==> config.mk <==
export PLATFORM = sky130hd
export DESIGN_NAME = rx_glitch_filter_flat
export DESIGN_NICKNAME = d
export VERILOG_FILES = /design/src/rtl/rx_glitch_filter_pkg.sv /design/src/rtl/rx_glitch_filter_if.sv /design/src/rtl/rx_glitch_filter_channel.sv /design/src/rtl/rx_glitch_filter.sv /design/src/flat_wrapper.sv
export SDC_FILE = /design/constraint.sdc
export NUM_CORES = 1
export LEC_CHECK = 0
export CELL_PAD_IN_SITES_DETAIL_PLACEMENT = 0
export CELL_PAD_IN_SITES_GLOBAL_PLACEMENT = 1
export CORE_AREA = 2 2 39 41
export CTS_CLUSTER_SIZE = 40
export DETAILED_ROUTE_END_ITERATION = 8
export DIE_AREA = 0 0 41 43
export HOLD_SLACK_MARGIN = 0.15
export MAX_ROUTING_LAYER = met4
export PLACE_DENSITY = 0.63
export SYNTH_ARGS = -nofsm -noshare
export SYNTH_HDL_FRONTEND = slang
export SYNTH_HIERARCHICAL = 1
export SYNTH_SLANG_ARGS = --single-unit
export TNS_END_PERCENT = 5
==> constraint.sdc <==
create_clock -name clk -period 1.1 [get_ports clk]
set_clock_uncertainty 0.05 [all_clocks]
set_input_delay 0.22 -clock clk [delete_from_list [all_inputs] [get_ports clk]]
set_output_delay 0.22 -clock clk [all_outputs]
set_load 0.005 [all_outputs]
==> src/rtl/rx_glitch_filter_pkg.sv <==
// Shared defaults and helpers for the rx glitch filter: counter sizing, thresholds and the
// edge classification used by each channel.
package rx_filter_pkg;

  localparam int unsigned DEF_CNT_W       = 2;
  localparam int unsigned DEF_HI_TH       = 3;
  localparam int unsigned DEF_LO_TH       = 0;
  localparam int unsigned DEF_SYNC_STAGES = 2;

  // Largest value a counter of the given width can hold.
  function automatic int unsigned cnt_max(input int unsigned width);
    return (32'd1 << width) - 32'd1;
  endfunction

  typedef enum logic [1:0] {
    EdgeNone,
    EdgeRise,
    EdgeFall
  } edge_e;

endpackage

==> src/rtl/rx_glitch_filter_if.sv <==
// Bundle of the strobe, mode and per-channel line signals between a driver and the filter.
interface rx_glitch_filter_if #(
  parameter int unsigned NUM_CH = 1
) ();

  logic              sample_tick;
  logic              filt_en;
  logic [NUM_CH-1:0] rxd_raw;
  logic [NUM_CH-1:0] rxd_bit;
  logic [NUM_CH-1:0] rise_pulse;
  logic [NUM_CH-1:0] fall_pulse;

  modport master (
    output sample_tick,
    output filt_en,
    output rxd_raw,
    input  rxd_bit,
    input  rise_pulse,
    input  fall_pulse
  );

  modport slave (
    input  sample_tick,
    input  filt_en,
    input  rxd_raw,
    output rxd_bit,
    output rise_pulse,
    output fall_pulse
  );

endinterface

==> src/rtl/rx_glitch_filter_channel.sv <==
// One filter channel: synchronizer, saturating up/down counter with hysteresis decision,
// and registered rise/fall strobes aligned with the filtered level change.
module rx_filter_channel
  import rx_filter_pkg::*;
#(
  parameter int unsigned CNT_W       = DEF_CNT_W,
  parameter int unsigned HI_TH       = DEF_HI_TH,
  parameter int unsigned LO_TH       = DEF_LO_TH,
  parameter int unsigned SYNC_STAGES = DEF_SYNC_STAGES
) (
  input  logic clk,
  input  logic rst,
  input  logic sample_tick,
  input  logic filt_en,
  input  logic rxd_raw,
  output logic rxd_bit,
  output logic rise_pulse,
  output logic fall_pulse
);

  localparam logic [CNT_W-1:0] CntMax = CNT_W'(cnt_max(CNT_W));
  localparam logic [CNT_W-1:0] HiTh   = CNT_W'(HI_TH);
  localparam logic [CNT_W-1:0] LoTh   = CNT_W'(LO_TH);

  logic [SYNC_STAGES-1:0] sync_q;
  logic                   s;
  logic [CNT_W-1:0]       cnt_q, cnt_d;
  logic                   bit_q, bit_d;
  edge_e                  edge_d;

  // Synchronizer runs every clk; only the counter is gated by the sample strobe.
  always_ff @(posedge clk or posedge rst) begin
    if (rst) begin
      sync_q <= '1;
    end else begin
      sync_q <= {sync_q[SYNC_STAGES-2:0], rxd_raw};
    end
  end

  assign s = sync_q[SYNC_STAGES-1];

  always_comb begin
    cnt_d = cnt_q;
    bit_d = bit_q;
    if (sample_tick) begin
      if (filt_en) begin
        // Decision uses the counter value before this tick's update.
        if (cnt_q >= HiTh) begin
          bit_d = 1'b1;
        end else if (cnt_q <= LoTh) begin
          bit_d = 1'b0;
        end
        if (s && (cnt_q != CntMax)) begin
          cnt_d = cnt_q + CNT_W'(1);
        end else if (!s && (cnt_q != '0)) begin
          cnt_d = cnt_q - CNT_W'(1);
        end
      end else begin
        bit_d = s;
        cnt_d = s ? CntMax : '0;
      end
    end
  end

  always_comb begin
    edge_d = EdgeNone;
    if (bit_d && !bit_q) begin
      edge_d = EdgeRise;
    end else if (!bit_d && bit_q) begin
      edge_d = EdgeFall;
    end
  end

  always_ff @(posedge clk or posedge rst) begin
    if (rst) begin
      cnt_q      <= CntMax;
      bit_q      <= 1'b1;
      rise_pulse <= 1'b0;
      fall_pulse <= 1'b0;
    end else begin
      cnt_q      <= cnt_d;
      bit_q      <= bit_d;
      rise_pulse <= (edge_d == EdgeRise);
      fall_pulse <= (edge_d == EdgeFall);
    end
  end

  assign rxd_bit = bit_q;

endmodule

==> src/rtl/rx_glitch_filter.sv <==
// Multi-channel rx glitch filter: NUM_CH independent channels sharing only the clock, reset,
// sample strobe and filter-enable.
module rx_glitch_filter
  import rx_filter_pkg::*;
#(
  parameter int unsigned NUM_CH      = 1,
  parameter int unsigned CNT_W       = DEF_CNT_W,
  parameter int unsigned HI_TH       = DEF_HI_TH,
  parameter int unsigned LO_TH       = DEF_LO_TH,
  parameter int unsigned SYNC_STAGES = DEF_SYNC_STAGES
) (
  input logic              clk,
  input logic              rst,
  rx_glitch_filter_if.slave bus
);

  if ((NUM_CH < 1) || (NUM_CH > 16) || (CNT_W < 1) || (CNT_W > 8) ||
      (SYNC_STAGES < 2) || (SYNC_STAGES > 4) ||
      (LO_TH >= HI_TH) || (HI_TH > cnt_max(CNT_W))) begin : g_bad_params
    $fatal(1, "rx_glitch_filter: illegal parameter combination");
  end

  logic [NUM_CH-1:0] bit_w;
  logic [NUM_CH-1:0] rise_w;
  logic [NUM_CH-1:0] fall_w;

  for (genvar i = 0; i < NUM_CH; i++) begin : g_ch
    rx_filter_channel #(
      .CNT_W       (CNT_W),
      .HI_TH       (HI_TH),
      .LO_TH       (LO_TH),
      .SYNC_STAGES (SYNC_STAGES)
    ) u_ch (
      .clk         (clk),
      .rst         (rst),
      .sample_tick (bus.sample_tick),
      .filt_en     (bus.filt_en),
      .rxd_raw     (bus.rxd_raw[i]),
      .rxd_bit     (bit_w[i]),
      .rise_pulse  (rise_w[i]),
      .fall_pulse  (fall_w[i])
    );
  end

  assign bus.rxd_bit    = bit_w;
  assign bus.rise_pulse = rise_w;
  assign bus.fall_pulse = fall_w;

endmodule

==> src/flat_wrapper.sv <==
// flat-port wrapper written by rule: the top's interface ports become plain ports
module rx_glitch_filter_flat import rx_filter_pkg::*;
#(
  parameter int unsigned NUM_CH      = 1,
  parameter int unsigned CNT_W       = DEF_CNT_W,
  parameter int unsigned HI_TH       = DEF_HI_TH,
  parameter int unsigned LO_TH       = DEF_LO_TH,
  parameter int unsigned SYNC_STAGES = DEF_SYNC_STAGES
)
  (clk, rst, bus_sample_tick, bus_filt_en, bus_rxd_raw, bus_rxd_bit, bus_rise_pulse, bus_fall_pulse);
  rx_glitch_filter_if #(.NUM_CH(NUM_CH)) bus_i ();
  input logic clk;
  input logic rst;
  input wire logic [$bits(bus_i.sample_tick)-1:0] bus_sample_tick;
  input wire logic [$bits(bus_i.filt_en)-1:0] bus_filt_en;
  input wire logic [$bits(bus_i.rxd_raw)-1:0] bus_rxd_raw;
  output wire logic [$bits(bus_i.rxd_bit)-1:0] bus_rxd_bit;
  output wire logic [$bits(bus_i.rise_pulse)-1:0] bus_rise_pulse;
  output wire logic [$bits(bus_i.fall_pulse)-1:0] bus_fall_pulse;
  assign bus_i.sample_tick = bus_sample_tick;
  assign bus_i.filt_en = bus_filt_en;
  assign bus_i.rxd_raw = bus_rxd_raw;
  assign bus_rxd_bit = bus_i.rxd_bit;
  assign bus_rise_pulse = bus_i.rise_pulse;
  assign bus_fall_pulse = bus_i.fall_pulse;
  rx_glitch_filter #(.NUM_CH(NUM_CH), .CNT_W(CNT_W), .HI_TH(HI_TH), .LO_TH(LO_TH), .SYNC_STAGES(SYNC_STAGES)) u_core (.clk(clk), .rst(rst), .bus(bus_i));
endmodule
==> impl_metrics.yaml, run 1 <==
clock_tree:
  cts_tree: "done"
  cts_sinks: 7
  clockBufferDepth: 2
  clkTransAtPathRegs_ps: 60
  numCtsBuffers: 3
  clock_latency_ps: 260
  cts-htree-levels: 1
  cts-root-buf: "clkbuf_4"
synth:
  ys_top_cells_by_area: "dfstp_2, dfrtp_1, a21oi_1"
  synth_area_um2: 332
  ys.flop_type: "dfstp_2"
  synth_fp_nets: 36
  synth_edf_count: 0
  synth_area_per_cell_um2: 10.7
  yosysTopAreaCell: "dfstp_2"
  synth_warnings: 6
  ys_seq_area_share_pct: 54.7
  async_reset_ff_share_pct: 100
  syn-instance-count: 31
  yosysUniqueCellTypes: 17
  ys_ff_latch: 7
  synthDominantCellAreaShare_pct: 39.6
global_route:
  gr-total-overflow: 0
  grt_max_degree: 11
  antenna_found_initial: 0
  grt_pass1_vias: 246
  grtUsageTotal_pct: 10.4
  grt_pass1_wl_um: 1100
critical_path:
  critPathMaxStageDelay_ps: 530
  critPathBufInv: 1
  crit_path_start_kind: "flop"
  startpoint: "u_core/g_ch[0].u_ch/rxd_bit$_DFF_PP1_"
  critPathSlowestCell: "dfstp_2"
  required_ps: 830
  reg2reg_from: "u_core/g_ch[0].u_ch/cnt_q[0]$_DFFE_PP1P_"
  critPathTopFamily: "flip-flops"
  end_kind: "output port"
  worstSetupPathType: "flop to output port"
  path_max_fanout: 2
  path_cells: "buf_2"
  worstPathArrival_ps: 890
sta:
  rsz0062_at_grt: "yes"
  tns_ps: -95.3
  max_freq_mhz: 862
  final-setup-viol-count: 3
  min_period_over_period_pct: 105
  drv_slew: 0
  layout_min_cycle_time_ps: 1160
  worst_pin_slew_ps: 248
  hold_slack_ps: 307
  slew_headroom_pct: 83.5
  hold_viol_final: 0
  worst_slack_ps: -59.7
die:
  coreArea_um2: 1380
  die_x_um: 41
  die_h_um: 43
  ios: 8
  die_area_um2: 1760
  start_util_pct: 24.0
  std_cell_rows: 14
power:
  internal_power_uw: 614
  switching_share_pct: 29.7
  powerDensity_nw_per_um2: 1880
  comb_power_share_pct: 29.1
  sequentialPowerShare_pct: 43.4
  power.share.clock_pct: 27.5
  power.switching_uw: 259
  leakage_nw: 0.208
  max-vdd-ir-drop_mv: 0.586
placement:
  place_ws_ps: -272
  dp.cells: 56
  gp_congestion: 0.834
  hpwl_um: 467
  place.port_buffers: 7
final_layout:
  fin_nets: 52
  drive_above_1_share_pct: 41.3
  area_growth_pct: 40.4
  final_cells: 62
  n_antenna_cell: 0
  final_core_util_pct: 33.6
run:
  drv_cap: 0
status:
  violations: "setup timing"
  outcome: "complete, but fails checks"
min_path:
  hp-class: "flop to flop"
  worstHoldStart: "u_core/g_ch[0].u_ch/sync_q[0]$_DFF_PP1_"
detailed_routing:
  route.vias.total: 277
  drc_errors: 0
  routed_via_density: 4.47
  ant_nets: 0
  wl_per_cell_um: 11.0
  drtIter0Drc: 5
  wl_um: 679
  drt_first_pass_iters: 2
[power groups by stage]
stage / sequential [mW] / combinational, mW / clock, mW
after floorplan: 0.365 / 0.166 / 0
after global placement: 0.389 / 0.221 / 0
after detailed placement: 0.395 / 0.221 / 0
after CTS: 0.389 / 0.213 / 0.252
after global routing: 0.389 / 0.283 / 0.269
final: 0.379 / 0.254 / 0.240
[per-layer routing]
layer,wire (um),global-route usage (%),part of all wire (%),vias to the layer above
li1,-,-,-,140
met1,317,13.5,47,129
met2,311,11.9,46,6
met3,32,3.14,4.7,2
met4,18,10.0,2.7,0
met5,0,-,0,-
[area by class of cell]
cell class,instances,area (um^2)
clock buffers,3,22.5
clock inverters,1,5.00
fillers,144,918
inverters,1,3.75
multi-input cells,22,135
flip-flops and latches,7,181
well taps,16,20.0
repair buffers,12,97.6
[cells in the mapped netlist (2+ instances only)]
master    number
dfrtp_1        2
a21oi_1        4
dfstp_2        5
nor3b_1        2
nand2b_1       2
and3_1         2
nor2_1         4
[kinds of logic (layout without fill, tap and decap cells)]
| logic type | count (synthesis) | in the layout | share of synthesized area, % |
|---|---|---|---|
| flip-flops | 7 | 7 | 54.7 |
| AND/OR/NAND/NOR | 13 | 13 | 23.0 |
| AO/OA/AOI/OAI | 9 | 9 | 17.7 |
| buffers and inverters | 2 | 17 | 4.53 |
[cell usage in the layout, fill, tap and decap left out]
cell and instances:
a21oi_1 4, inv_2 1, nor3b_1 2, buf_2 1
nor3_1 1, o21bai_1 1, dfrtp_1 2, clkinv_2 1
dlygate4sd2_1 1, clkbuf_4 3, nor2b_1 1, nor3_2 1
a31oi_1 1, clkbuf_2 2, o21a_1 1, clkdlybuf4s50_1 3
nor2_1 4, buf_4 3, o221a_2 1, buf_6 1
and3_1 2, dlygate4sd3_1 1, o22ai_1 1, dfstp_2 5
nand2b_1 2
[per-stage QoR]
step           power, mW  cell area, um^2
2_1_floorplan      0.532              332
3_3_place_gp       0.609              433
3_5_place_dp       0.616              433
4_1_cts            0.854              464
5_1_grt            0.942              465
6_report           0.873              465
[state kept, by name, indices dropped and copies added (netlist names)]
signal / count
u_core/g_ch.u_ch/cnt_q: 2
u_core/g_ch.u_ch/fall_pulse: 1
u_core/g_ch.u_ch/rise_pulse: 1
u_core/g_ch.u_ch/rxd_bit: 1
u_core/g_ch.u_ch/sync_q: 2
[timing repair]
action	4_1_cts	5_1_grt
gates resized for setup	9	6
pin swaps	1	4
hold buffers	1	0
endpoints found under the setup margin	6	13
buffers inserted	0	1
endpoints found under the hold margin	2	0
[final timing paths]
kind	cells after the start	slack (ps)	endpoint
max	1	-60	bus_rxd_bit
min reg2reg	0	310	u_core/g_ch[0].u_ch/sync_q[1]$_DFF_PP1_
min	0	310	u_core/g_ch[0].u_ch/sync_q[1]$_DFF_PP1_
max in group asynchronous	3	100	u_core/g_ch[0].u_ch/cnt_q[1]$_DFFE_PP1P_
min in group asynchronous	3	670	u_core/g_ch[0].u_ch/rise_pulse$_DFF_PP0_
max reg2reg	3	-30	u_core/g_ch[0].u_ch/cnt_q[0]$_DFFE_PP1P_
Power figures use the tool's default switching activity.
==> run 2, diff against run 1 <==
Settings changed: CAP_MARGIN set to 20, SKIP_LAST_GASP set to 1.
==> impl_metrics.yaml, run 2 (synthesis results as in run 1) <==
critical_path:
  path_max_fanout: 2
  r2r_setup_slack_ps: -20
  critPathBufInv: 1
  critPathMaxStageDelay_ps: 530
  critPathTopFamily: "flip-flops"
  reg2reg_to: "u_core/g_ch[0].u_ch/cnt_q[0]$_DFFE_PP1P_"
  crit_path_start_kind: "flop"
  rr_worst_depth: 3
  end_kind: "output port"
  critPathSlowestCell: "dfstp_2"
  reg2reg_from: "u_core/g_ch[0].u_ch/cnt_q[0]$_DFFE_PP1P_"
  worstSetupPathType: "flop to output port"
  path_cells: "buf_2"
  worstPathArrival_ps: 890
  required_ps: 830
clock_tree:
  clock_latency_ps: 260
  cts-root-buf: "clkbuf_4"
  cts_tree: "done"
  numCtsBuffers: 3
  cts_sinks: 7
  clkTransAtPathRegs_ps: 60
  clockBufferDepth: 2
  cts-htree-levels: 1
detailed_routing:
  route.met3.wl_um: 29
  wl_met2_um: 312
  wl_per_cell_um: 10.7
  wl_um: 673
  route.vias.total: 281
  wl_met1_um: 313
  routed_via_density: 4.46
  drt_first_pass_iters: 3
  drc_errors: 0
  dr.max_layer_used: "met4"
  drtIter0Drc: 3
  ant_nets: 0
die:
  ios: 8
  std_cell_rows: 14
  die_x_um: 41
  coreArea_um2: 1380
  die_h_um: 43
  die_area_um2: 1760
  start_util_pct: 24.0
global_route:
  grt_max_degree: 11
  gr-total-overflow: 0
  antenna_found_initial: 0
  grt_pass1_vias: 246
  grt_pass1_wl_um: 1100
  grtUsageTotal_pct: 10.4
sta:
  final-setup-viol-count: 5
  drv_slew: 0
  rsz0062_at_grt: "yes"
  layout_min_cycle_time_ps: 1160
  max_freq_mhz: 862
  worst_pin_slew_ps: 269
  min_period_over_period_pct: 105
  worst_slack_ps: -59.8
  hold_viol_final: 0
  slew_headroom_pct: 82.0
placement:
  dp.cells: 56
  hpwl_um: 467
  placed_cell_area_um2: 433
  place.port_buffers: 7
  gp_congestion: 0.834
power:
  max-vdd-ir-drop_mv: 0.583
  powerDensity_nw_per_um2: 1820
  finalPower_uw: 876
  leakage_nw: 0.218
final_layout:
  area_growth_pct: 45.3
  n_antenna_cell: 0
  final_cells: 63
  largest_registers: "u_core/g_ch.u_ch/cnt_q (2), u_core/g_ch.u_ch/sync_q (2)"
  finish.instance_area_um2: 482
  fin_nets: 53
  layout_commonest_cell: "dfstp_2"
  drive_above_1_share_pct: 36.2
  layout_common_cells: "dfstp_2, clkdlybuf4s50_1, nor2_1, a21oi_1, buf_4"
status:
  outcome: "complete, but fails checks"
  violations: "setup timing"
run:
  drv_cap: 0
min_path:
  hp-class: "flop to flop"
  min_to: "u_core/g_ch[0].u_ch/sync_q[1]$_DFF_PP1_"
  holdPathStages: 0
  worstHoldStart: "u_core/g_ch[0].u_ch/sync_q[0]$_DFF_PP1_"
## run 2: layer usage
layer / vias to the layer above / global-route usage [%]
li1: 143 / -
met1: 130 / 13.5
met2: 6 / 11.9
met3: 2 / 3.14
met4: 0 / 10.0
met5: - / -
## run 2: repair_timing
action / CTS / global route
hold endpoints to repair: 2 / 0
setup endpoints to repair: 6 / 13
gates resized for setup: 6 / 3
hold buffers: 1 / 0
pin swaps: 0 / 2
gates cloned: 0 / 0
buffers inserted: 0 / 2
## run 2: per-stage QoR
step / hold slack, ps / setup TNS, ps / util [%] / worst slack (ps)
after floorplan: -30.2 / 0 / - / 1.72
after CTS: 308 / -257 / 33.5 / -70.8
after global placement: 296 / -1270 / 31.3 / -259
after detailed placement: 299 / -1360 / 31.3 / -272
after global routing: 303 / -733 / 34.8 / -96.3
final: 307 / -154 / 34.8 / -59.8
## run 2: cell type report
type | instances | area, um^2
Clock buffer | 3 | 22.5
Clock inverter | 1 | 5.00
Fill cell | 146 | 902
Inverter | 1 | 3.75
Multi-Input combinational cell | 22 | 135
Sequential cell | 7 | 181
Tap cell | 16 | 20.0
Timing Repair Buffer | 13 | 114
## run 2: power by group
part	internal, mW	switching (mW)	total (mW)
registers	0.331	0.0451	0.376
logic	0.154	0.106	0.260
clock network	0.133	0.106	0.240
total	0.618	0.258	0.876
## run 2: worst max path at each step
stage                                                        start                                       end  slack (ps)  depth (start not counted)
after detailed placement                               bus_filt_en  u_core/g_ch[0].u_ch/cnt_q[0]$_DFFE_PP1P_        -270                          4
after global placement                             bus_sample_tick     u_core/g_ch[0].u_ch/rxd_bit$_DFF_PP1_        -260                          4
after global routing         u_core/g_ch[0].u_ch/rxd_bit$_DFF_PP1_                               bus_rxd_bit        -100                          1
after floorplan           u_core/g_ch[0].u_ch/cnt_q[0]$_DFFE_PP1P_     u_core/g_ch[0].u_ch/rxd_bit$_DFF_PP1_           2                          4
after CTS                    u_core/g_ch[0].u_ch/rxd_bit$_DFF_PP1_                               bus_rxd_bit         -70                          1
final                        u_core/g_ch[0].u_ch/rxd_bit$_DFF_PP1_                               bus_rxd_bit         -60                          1
==> patch 1 (flow settings as in run 2) <==
The package constant `DEF_CNT_W` goes from 2 to 4.
--- a/src/rtl/rx_glitch_filter_pkg.sv
+++ b/src/rtl/rx_glitch_filter_pkg.sv
@@ -2,7 +2,7 @@
 // edge classification used by each channel.
 package rx_filter_pkg;
 
-  localparam int unsigned DEF_CNT_W       = 2;
+  localparam int unsigned DEF_CNT_W       = 4;
   localparam int unsigned DEF_HI_TH       = 3;
   localparam int unsigned DEF_LO_TH       = 0;
   localparam int unsigned DEF_SYNC_STAGES = 2;
Behaviour: not the same (a bounded check fails within 10 cycles, from zero or initial values and one cycle with rst high).
==> patch 1 against run 2 <==
- the run still ends with negative setup slack left
- global-route usage increased by 9.6 points
- fmax decreased by 33%
- worst hold slack got worse by 0.13 ns
- power increased by 83%
- worst setup slack got worse by 0.57 ns
- routed wire length increased by 94%
- sequential cell count increased by 2
- cell area increased by 64%
- area after synthesis increased by 64%
- sequential share of layout area decreased by 8.1 points
- count of clock-buffer cells in the layout increased by 1
- clock power increased by 3%
- critical path type is now flip-flop to flip-flop
==> patch 1: results (changes against run 2) <==
Outcome
  • Outcome: complete, but fails checks (unchanged)
  • Violations in the final reports: negative setup slack (unchanged)

Drt
  • Number of vias in the routed layout: 467 (was 281)
  • Length of routed met2 wiring: 668 um (was 312 um)
  • Post-Route M1 WL: 588 um (was 313 um)
  • Met3 wire length: 43 um (was 29 um)
  • Total length of routed wires: 1310 um (was 673 um)

STA
  • Slew @ Worst Pin: 0.333 ns (was 0.269 ns)
  • Count of final setup violators: 10 (was 5)
  • Fin worst setup slack: -0.628 ns (was -0.0598 ns)

Yosys
  • Portion of the post-synthesis area used by sequential elements: 43.0% (was 54.7%)
  • Net count after synthesis: 62 (was 36)
  • Leading cell types by total area after synthesis: sky130_fd_sc_hd__dfstp_2, sky130_fd_sc_hd__dfrtp_1, sky130_fd_sc_hd__a21oi_1 (unchanged)
  • Mapped Avg Cell Area: 10.1 um^2 (was 10.7 um^2)
  • Leading post-synthesis cells by instance count: sky130_fd_sc_hd__dfstp_2, sky130_fd_sc_hd__nand2_1, sky130_fd_sc_hd__a21oi_1 (was sky130_fd_sc_hd__dfstp_2, sky130_fd_sc_hd__a21oi_1, sky130_fd_sc_hd__nor2_1)

Place
  • Weighted congestion at the end of routability-driven global placement: 0.788 (was 0.834)
  • Dpl cells: 87 (was 56)
  • Detailed-placement wirelength estimate: 1060 um (was 467 um)

Worst setup path
  • Family with the most delay on the worst path: compound AO/OA/AOI/OAI gates (was flip-flops)
  • Worst EP arrival: 1.84 ns (was 0.89 ns)
  • Max stage delay on crit path: 0.56 ns (was 0.53 ns)
  • Length in cells of the worst reg-to-reg path: 7 (was 3)
  • Category of the most critical setup path: flip-flop to flip-flop (was flip-flop to output pin)

Cells and area
  • Number of nets in the final layout: 84 (was 53)
  • Registers with the highest flip-flop counts: u_core/g_ch.u_ch/cnt_q (4), u_core/g_ch.u_ch/sync_q (2) (was u_core/g_ch.u_ch/cnt_q (2), u_core/g_ch.u_ch/sync_q (2))
  • Proportion of layout cells with a drive suffix above 1: 42.7% (was 36.2%)

Min path
  • Class of the worst hold path: input port to asynchronous set/reset pin (was flip-flop to flip-flop)

Pwr
  • Design internal power: 1030 uW (was 618 uW)
  • VDD IR max: 1.06 mV (was 0.583 mV)

GRT
  • Maximum number of pins on one net before global-route repair: 10 (was 11)
  • First-pass GRT wire length: 2240 um (was 1100 um)
==> patch 1: changes by cell type in the layout (fill, tap and decap cells not counted), moves of 2 or more <==
cell,run 2,this run
sky130_fd_sc_hd__buf_4,4,11
sky130_fd_sc_hd__nand2_1,0,5
sky130_fd_sc_hd__clkdlybuf4s50_1,4,7
sky130_fd_sc_hd__o21ai_0,0,3
sky130_fd_sc_hd__a211oi_1,0,2
sky130_fd_sc_hd__dfstp_2,5,7
sky130_fd_sc_hd__dlygate4sd2_1,2,0
sky130_fd_sc_hd__nor3b_1,2,0
==> patch 1: layout make-up <==
cell class,count,area (um^2)
Clock buffer,4,26.3
Fill cell,129,592
Inverter,2,7.51
Multi-Input combinational cell,42,352
Sequential cell,9,234
Tap cell,16,20.0
Timing Repair Buffer,18,153
==> patch 1: cell families after synthesis <==
| logic type | count (synthesis) | synth area share, % |
|---|---|---|
| simple gates | 20 | 20.9 |
| fa+ha+maj | 3 | 8.28 |
| mux | 1 | 2.76 |
| compound gates | 17 | 21.1 |
| xor+xnor | 1 | 1.61 |
| flops | 9 | 43.0 |
| buf+inv | 3 | 2.30 |
==> patch 1: through the flow <==
step,total power [uW],worst slack [ns]
finish,1600,-0.628
detailed placement,1310,-0.684
floorplan,1030,-0.611
global placement,1270,-0.577
global route,1730,-0.735
CTS,1610,-0.631
==> patch 1: power by group through the flow <==
stage	logic (uW)	registers [uW]	clock network, uW
finish	826	532	246
global route	896	543	290
CTS	821	533	256
detailed placement	772	538	0
global placement	732	540	0
floorplan	437	595	0
==> patch 1: timing repair <==
action | 4_1_cts | 5_1_grt
gates resized for setup | 3 | 0
hold buffers | 0 | 0
endpoints found under the setup margin | 10 | 10
pin swaps | 1 | 0
hold endpoints to repair | 0 | 0
buffers inserted | 0 | 0
==> patch 2 (settings of run 2) <==
Made on the original files. Reset style: synchronous (`rst`), changed in 2 clocked blocks.
--- a/src/rtl/rx_glitch_filter_channel.sv
+++ b/src/rtl/rx_glitch_filter_channel.sv
@@ -29,7 +29,7 @@
   edge_e                  edge_d;
 
   // Synchronizer runs every clk; only the counter is gated by the sample strobe.
-  always_ff @(posedge clk or posedge rst) begin
+  always_ff @(posedge clk) begin
     if (rst) begin
       sync_q <= '1;
     end else begin
@@ -71,7 +71,7 @@
     end
   end
 
-  always_ff @(posedge clk or posedge rst) begin
+  always_ff @(posedge clk) begin
     if (rst) begin
       cnt_q      <= CntMax;
       bit_q      <= 1'b1;
Function: differs if rst is asserted again (counterexample within 4 cycles, from zero or initial values and one cycle with rst high); with rst held inactive, the same outputs for 10 cycles.
==> patch 2 against run 2 <==
- the flow still finishes with violations (negative setup slack)
- global-route usage is 0.26 points lower
- sequential cell count stayed put
- critical path type is now input port to flip-flop
- area after synthesis is 13% lower
- cell area is 1.0% higher
- routed wire length is 3.3% higher
- utilization is 0.36 points higher
- non-clock buffer count is 4 higher
- worst setup slack worse by 0.10 ns
Power is not compared: it rests on default switching activity, and its combinational part moved more than twofold at a synthesized area within 25%.
==> patch 2: results (changes against run 2) <==
Place
  • Placed Area: 445 um^2 (was 433 um^2)
  • Pre-CTS worst setup slack: -0.463 ns (was -0.272 ns)
  • Weighted congestion at the end of routability-driven global placement: 0.685 (was 0.834)
  • Detailed-placement wirelength estimate: 504 um (was 467 um)

Outcome
  • Violations in the final reports: negative setup slack (unchanged)
  • Outcome: complete, but fails checks (unchanged)

Cells and area
  • Proportion of layout cells with a drive suffix above 1: 32.1% (was 36.2%)

STA
  • Setup TNS: -0.226 ns (was -0.154 ns)
  • Count of final setup violators: 3 (was 5)
  • Fin worst setup slack: -0.165 ns (was -0.0598 ns)

Worst setup path
  • Max Fanout on Critical Path: 3 (was 2)
  • Worst EP arrival: 1.33 ns (was 0.89 ns)
  • Worst-path cell with the longest stage delay: sky130_fd_sc_hd__clkdlybuf4s50_1 (was sky130_fd_sc_hd__dfstp_2)
  • Max stage delay on crit path: 0.50 ns (was 0.53 ns)
  • Family with the most delay on the worst path: simple AND/OR/NAND/NOR gates (was flip-flops)

GRT
  • Global route hottest layer: met2 (was met1)
  • Met1 Track Usage GR: 11.3% (was 13.5%)
  • Met2 global-route usage: 13.8% (was 11.9%)
  • GR Util met3: 2.09% (was 3.14%)
  • Maximum number of pins on one net before global-route repair: 6 (was 11)

Drt
  • Avg Vias per Cell: 4.23 (was 4.46)
  • Number of vias in the routed layout: 292 (was 281)
  • Mean routed wirelength per cell: 10.1 um (was 10.7 um)

Yosys
  • Share of flip-flops with an asynchronous set or reset: 0% (was 100%)
  • Primary flip-flop cell chosen by synthesis mapping: sky130_fd_sc_hd__dfxtp_1 (was sky130_fd_sc_hd__dfstp_2)
  • Share of the synthesized area in compound gates (AO/OA/AOI/OAI): 20.4% (was 17.7%)
  • Unique cell type count in the Yosys netlist: 19 (was 17)
  • Net count after synthesis: 37 (was 36)
  • Portion of the post-synthesis area used by sequential elements: 48.7% (was 54.7%)
  • Gate Count Post-Synth: 32 (was 31)

CTS
  • Number of setup buffers added after CTS: 1 (was 0)
  • Total of cells resized after clock tree synthesis: 3 (was 6)

Min path
  • Class of the worst hold path: input port to flip-flop (was flip-flop to flip-flop)
## patch 2: cell count changes after synthesis, moves of 2 or more
cell	before	now
sky130_fd_sc_hd__dfrtp_1	2	0
sky130_fd_sc_hd__nor2_1	4	1
sky130_fd_sc_hd__or2_2	0	2
sky130_fd_sc_hd__dfxtp_1	0	7
sky130_fd_sc_hd__nand2_1	0	2
sky130_fd_sc_hd__dfstp_2	5	0
sky130_fd_sc_hd__and3_1	2	0
## patch 2: power groups by stage
stage / combinational (uW) / clock [uW] / sequential, uW
after global placement: 82.0 / 0 / 274
final: 83.5 / 227 / 269
after CTS: 84.2 / 240 / 268
after floorplan: 23.5 / 0 / 275
after global routing: 92.1 / 256 / 269
after detailed placement: 81.5 / 0 / 274
## patch 2: final timing paths
kind / start / endpoint / slack (ns) / cells after the start
worst max-delay path: bus_filt_en / u_core/g_ch[0].u_ch/rxd_bit$_SDFF_PP1_ / -0.16 / 4
worst max register to register: u_core/g_ch[0].u_ch/rxd_bit$_SDFF_PP1_ / u_core/g_ch[0].u_ch/rxd_bit$_SDFF_PP1_ / -0.15 / 4
worst min register to register: u_core/g_ch[0].u_ch/sync_q[0]$_SDFF_PP1_ / u_core/g_ch[0].u_ch/sync_q[1]$_SDFF_PP1_ / 0.36 / 1
worst min-delay path: bus_sample_tick / u_core/g_ch[0].u_ch/fall_pulse$_SDFF_PP0_ / 0.25 / 3
## patch 2: per-layer routing
layer	up-vias	routed length, um
met1	131	297
met2	6	341
li1	153	-
met5	-	0
met4	0	14
met3	2	42
## patch 2: layout make-up
cell class	instances	area, um^2
fillers	146	897
multi-input cells	23	144
repair buffers	17	148
inverters	2	7.51
clock buffers	4	26.3
well taps	16	20.0
flip-flops and latches	7	141
